--- src/rtl/sys_bus_decoder.sv ---
// One-master, N-slave system bus decoder: routes each access to a 2^RAW-byte
// region, answers unmapped/malformed requests itself and bounds slave latency.
module sys_bus_decoder #(
    parameter int DW  = 32,
    parameter int AW  = 32,
    parameter int SW  = DW / 8,
    parameter int N   = 8,
    parameter int RAW = 20,
    parameter int CW  = (N > 1) ? $clog2(N) : 1,
    parameter int TMO = 255
) (
    input  logic            clk,
    input  logic            rst,
    input  logic            m_wen,
    input  logic            m_ren,
    input  logic [AW-1:0]   m_addr,
    input  logic [SW-1:0]   m_sel,
    input  logic [DW-1:0]   m_wdata,
    output logic [DW-1:0]   m_rdata,
    output logic            m_ack,
    output logic            m_err,
    output logic [N-1:0]    s_wen,
    output logic [N-1:0]    s_ren,
    output logic [AW-1:0]   s_addr,
    output logic [SW-1:0]   s_sel,
    output logic [DW-1:0]   s_wdata,
    input  logic [N*DW-1:0] s_rdata,
    input  logic [N-1:0]    s_ack,
    input  logic [N-1:0]    s_err,
    output logic [1:0]      dbg_state
);

    // Handshake: a master strobe is accepted only in IDLE; every accepted
    // access gets exactly one m_ack pulse with m_rdata/m_err valid alongside.
    typedef enum logic [1:0] {
        IDLE = 2'd0,
        BUSY = 2'd1,
        RESP = 2'd2
    } state_t;

    function automatic logic [AW-1:0] low_mask(input int nbits);
        logic [AW-1:0] m;
        for (int i = 0; i < AW; i++) m[i] = (i < nbits);
        return m;
    endfunction

    localparam logic [AW-1:0] REGION_MASK = low_mask(RAW);
    localparam logic [AW-1:0] HIGH_MASK   = ~low_mask(RAW + CW);
    localparam logic [CW:0]   N_EXT       = (CW + 1)'(N);
    localparam logic [15:0]   TMO_LAST    = 16'(TMO - 1);

    state_t          state;
    logic [CW-1:0]   idx;
    logic            is_write;
    logic [15:0]     cnt;
    logic [CW-1:0]   req_idx;
    logic            req_bad;
    logic [DW-1:0]   sel_rdata;

    assign dbg_state = state;
    assign req_idx   = m_addr[RAW +: CW];
    assign req_bad   = (m_wen & m_ren)
                     | ({1'b0, req_idx} >= N_EXT)
                     | (|(m_addr & HIGH_MASK));
    assign sel_rdata = s_rdata[idx * DW +: DW];

    always_ff @(posedge clk) begin
        if (rst) begin
            state    <= IDLE;
            idx      <= '0;
            is_write <= 1'b0;
            cnt      <= '0;
            m_rdata  <= '0;
            m_ack    <= 1'b0;
            m_err    <= 1'b0;
            s_wen    <= '0;
            s_ren    <= '0;
            s_addr   <= '0;
            s_sel    <= '0;
            s_wdata  <= '0;
        end else begin
            s_wen <= '0;
            s_ren <= '0;
            case (state)
                IDLE: begin
                    if (m_wen | m_ren) begin
                        if (req_bad) begin
                            m_rdata <= '0;
                            m_err   <= 1'b1;
                            m_ack   <= 1'b1;
                            state   <= RESP;
                        end else begin
                            idx            <= req_idx;
                            is_write       <= m_wen;
                            s_addr         <= m_addr & REGION_MASK;
                            s_sel          <= m_sel;
                            s_wdata        <= m_wdata;
                            s_wen[req_idx] <= m_wen;
                            s_ren[req_idx] <= m_ren;
                            cnt            <= '0;
                            state          <= BUSY;
                        end
                    end
                end
                BUSY: begin
                    cnt <= cnt + 16'd1;
                    // An ack in the final budget cycle still wins over the timeout.
                    if (s_ack[idx]) begin
                        m_rdata <= is_write ? '0 : sel_rdata;
                        m_err   <= s_err[idx];
                        m_ack   <= 1'b1;
                        state   <= RESP;
                    end else if (cnt == TMO_LAST) begin
                        m_rdata <= '0;
                        m_err   <= 1'b1;
                        m_ack   <= 1'b1;
                        state   <= RESP;
                    end
                end
                RESP: begin
                    m_ack <= 1'b0;
                    state <= IDLE;
                end
                default: state <= IDLE;
            endcase
        end
    end

endmodule

--- config.mk ---
export PLATFORM = sky130hd
export DESIGN_NAME = sys_bus_decoder
export DESIGN_NICKNAME = d
export VERILOG_FILES = /design/src/rtl/sys_bus_decoder.sv
export SDC_FILE = /design/constraint.sdc
export NUM_CORES = 1
export LEC_CHECK = 0
export CAP_MARGIN = 20
export CORE_AREA = 4 4 180 182
export DETAILED_ROUTE_END_ITERATION = 8
export DIE_AREA = 0 0 184 186
export PLACE_DENSITY_LB_ADDON = 0.12
export SLEW_MARGIN = 20
export SYNTH_ARGS = -nofsm -noshare
export SYNTH_HDL_FRONTEND = slang
export SYNTH_SLANG_ARGS = --single-unit
--- constraint.sdc ---
create_clock -name clk -period 4.1 [get_ports clk]
set_input_delay 1.025 -clock clk [delete_from_list [all_inputs] [get_ports clk]]
set_output_delay 1.025 -clock clk [all_outputs]
set_load 0.01 [all_outputs]
==> out/metrics.cfg <==
[status]
run_status = complete, no violations

[clocking]
cts.htree.levels = 4
cts_resized = 0
cts-root-buf = sky130_fd_sc_hd__clkbuf_16
cts.reportedPaths.clkPinSlew_ns = 0.07
clkLatencyLatePin_ns = 0.42
cts_buffer_depth = 2
cts_buffers = 17
cts_tree = built
cts.hold.buffers_added = 0
post_cts_buffers = 0
cts_num_sinks = 128

[critical_path]
critPathLaunchType = primary input
reg2reg_from = idx[0]$_SDFFE_PP0P_
r2r_end = m_rdata[6]$_SDFFE_PP0P_
timing.critical_path.max_delay_family = compound AO/OA/AOI/OAI gates
crit_path_max_fanout = 32
cp.buffers_inverters = 2
total_stage_count_of_the_critical_path = 7
slowest_delay_ns = 0.51
worst-setup-path-type = in2reg
worst-endpoint-required_ns = 4.44
timing.critical_path.slowest_stage_cell = sky130_fd_sc_hd__clkdlybuf4s50_1
ff2ff_path_depth = 6
crit_start = m_ren
timing.critical_path.arrival_ns = 3.25
path_cells = clkdlybuf4s50_1 > a211oi_1 > and3_1 > nor2_1 > a2111oi_4 > buf_12 > o2bb2ai_1
minimum_setup_slack_among_reg_to_reg_paths_ns = 1.70
endpoint_kind = flip-flop

[timing]
max_slew.worst_pin.slew_ns = 0.8359
fin_tns_setup_ns = 0
drv_slew = 0
hold_viol = 0
achievable-frequency_mhz = 343.5
setup_viol = 0
fin_ws_ns = 1.189
min_period_over_period = 0.7101
grt_setup_unrepaired = false
slew_headroom = 0.4376
timing.clock.skew_ns = 0.01420
finalCriticalPeriod_ns = 2.911
whs_ns = 0.4618

[floorplan]
core_rows = 64
die_w_um = 184
dieArea_sq_mm = 0.03422
floorplan.initialDensity = 0.2091
fp.dieH_um = 186
placeableCoreArea_sq_mm = 0.03059
num_io_pins = 464

[yosys]
synth_edf_count = 0
synthCells = 519
synth.yosys.seq_area_share = 0.4005
synth_flop_cell = sky130_fd_sc_hd__dfxtp_1
postSynth.asyncResetShare = 0
synth_cell_types = 51
synth_largest_type_area_fraction = 0.4005
synth_area_per_cell_sq_um = 12.33
ys_ff_latch = 128
total_number_of_yosys_warnings = 0
yosysTopAreaCell = sky130_fd_sc_hd__dfxtp_1
netlist_top_cells_area = sky130_fd_sc_hd__dfxtp_1 (40%), sky130_fd_sc_hd__mux4_2 (24%), sky130_fd_sc_hd__a22o_1 (7.9%)
post_synthesis_instance_area_sq_mm = 0.006397

[global_route]
gr_overflow_total = 0
number_of_antenna_violations_at_the_first_check_in_global_routing = 0
vias_in_the_first_global_route = 6451
grt_max_degree = 57
first_pass_grt_wire_length_mm = 42.14
groute.usage.overall = 0.1654

[power]
p_leak_nw = 4.245
power.density_cell_area_mw_per_mm2 = 270.1
ir_worst_vdd_uv = 253.5

[flow_run]
max_cap_violations = 0

[final_layout]
final.fill_count = 2999
mostFrequentLayoutCell = sky130_fd_sc_hd__clkdlybuf4s50_1
multi_input_area_sq_mm = 0.003576
nets = 1303
final_cell_mix = sky130_fd_sc_hd__clkdlybuf4s50_1 (451), sky130_fd_sc_hd__dfxtp_1 (126), sky130_fd_sc_hd__mux4_2 (67), sky130_fd_sc_hd__a22o_1 (58), sky130_fd_sc_hd__nor2_1 (35)
utilization_of_the_core_after_routing = 0.3890
postLayoutCellArea_sq_mm = 0.01190
final_layout_size_suffix_gt1_frac = 0.1309
post_synthesis_to_final_layout_area_growth_pct = 86.00
antenna_cells = 0
ff_latch_area_sq_mm = 0.002570

[hold_path]
hp-class = reg2reg
timing.hold.worst_path_depth = 1
min-delay-start = m_rdata[21]$_SDFFE_PP0P_
holdPathEnd = m_rdata[21]$_SDFFE_PP0P_

[route]
drt_first_iter_violations = 278
drt-vias-per-instance = 4.488
routed_wire_length_per_instance_um = 22.06
wirelength_mm = 30.14
drc = 0
drt_pass1_iterations = 6
via_count = 6130
antenna_violating_nets_post_route = 0

[place]
io_buffers = 451
placement.setup.worst_slack_ns = 0.7151
place_hpwl_mm = 24.37
place_area_sq_mm = 0.01132
gpl.final_weighted_congestion = 0.8087

==> through the flow <==
step,total power [mW],cells
3_5_place_dp,1.749,1334
6_report,3.214,1366
4_1_cts,3.280,1366
3_3_place_gp,1.746,1334
5_1_grt,3.356,1366
2_1_floorplan,1.390,530
==> kinds of logic after synthesis <==
logic type               Yosys count  share of synthesized area
multiplexers                     100                     0.2877
other                              1                  0.0005862
AND/OR/NAND/NOR                   87                    0.06787
flip-flops                       128                     0.4005
AO/OA/AOI/OAI                    128                     0.1741
adder cells (fa/ha/maj)            2                   0.003911
XOR/XNOR                          11                    0.01506
buffers and inverters             62                    0.05026
==> cells in the mapped netlist (all sizes together) (3+ instances only) <==
cell type,count
nand4,4
nand3,7
nand2,12
a211oi,6
a22o,58
a31oi,3
buf,30
mux4,67
dfxtp,128
nor2,35
nor3,9
o2111ai,3
o2bb2ai,32
clkbuf,24
a2111oi,3
nand2b,4
inv,8
xor2,3
nor4,3
o21ai,6
mux2i,32
a21oi,9
xnor2,8
==> worst reg2reg max path, delay by kind of cell, from the launching register on <==
kind | cells | cell delay [ns]
compound gates | 3 | 0.75
mux | 1 | 0.62
flops | 1 | 0.59
buf+inv | 1 | 0.25
simple gates | 1 | 0.12
==> report_power, final <==
group	switching, mW	internal [mW]
clock	0.626	0.870
combinational	0.117	0.353
sequential	0.00306	1.24
==> routing by layer <==
metal | vias to the layer above | share of wire | track usage
li1 | 2918 | - | -
met1 | 2975 | 0.38 | 0.1965
met2 | 217 | 0.55 | 0.2984
met3 | 20 | 0.058 | 0.04690
met4 | 0 | 0.013 | 0.03461
met5 | - | 0 | 0
==> sequential cells by signal (all words and copies together) (netlist names) <==
name       flops
s_wdata       32
s_addr        20
idx            3
m_ack          1
is_write       1
dbg_state      2
s_sel          4
m_err          1
m_rdata       32
s_ren          8
s_wen          8
cnt           16
==> how the worst max path moves through the flow <==
stage / endpoint / slack [ns]
2_1_floorplan: m_rdata[18]$_SDFFE_PP0P_ / 1.50
3_3_place_gp: s_addr[6]$_SDFFE_PP0P_ / 0.75
3_5_place_dp: m_rdata[20]$_SDFFE_PP0P_ / 0.72
4_1_cts: m_rdata[23]$_SDFFE_PP0P_ / 1.12
5_1_grt: m_rdata[31]$_SDFFE_PP0P_ / 0.99
6_report: m_rdata[6]$_SDFFE_PP0P_ / 1.19
==> cell type report <==
cell class | count | share of cell area
repair buffers | 462 | 0.3905
multi-input cells | 340 | 0.3005
flip-flops and latches | 128 | 0.2160
well taps | 396 | 0.04164
clock buffers | 18 | 0.03691
clock inverters | 14 | 0.01188
inverters | 8 | 0.002524
No activity file was read; power rests on OpenSTA's default activity.
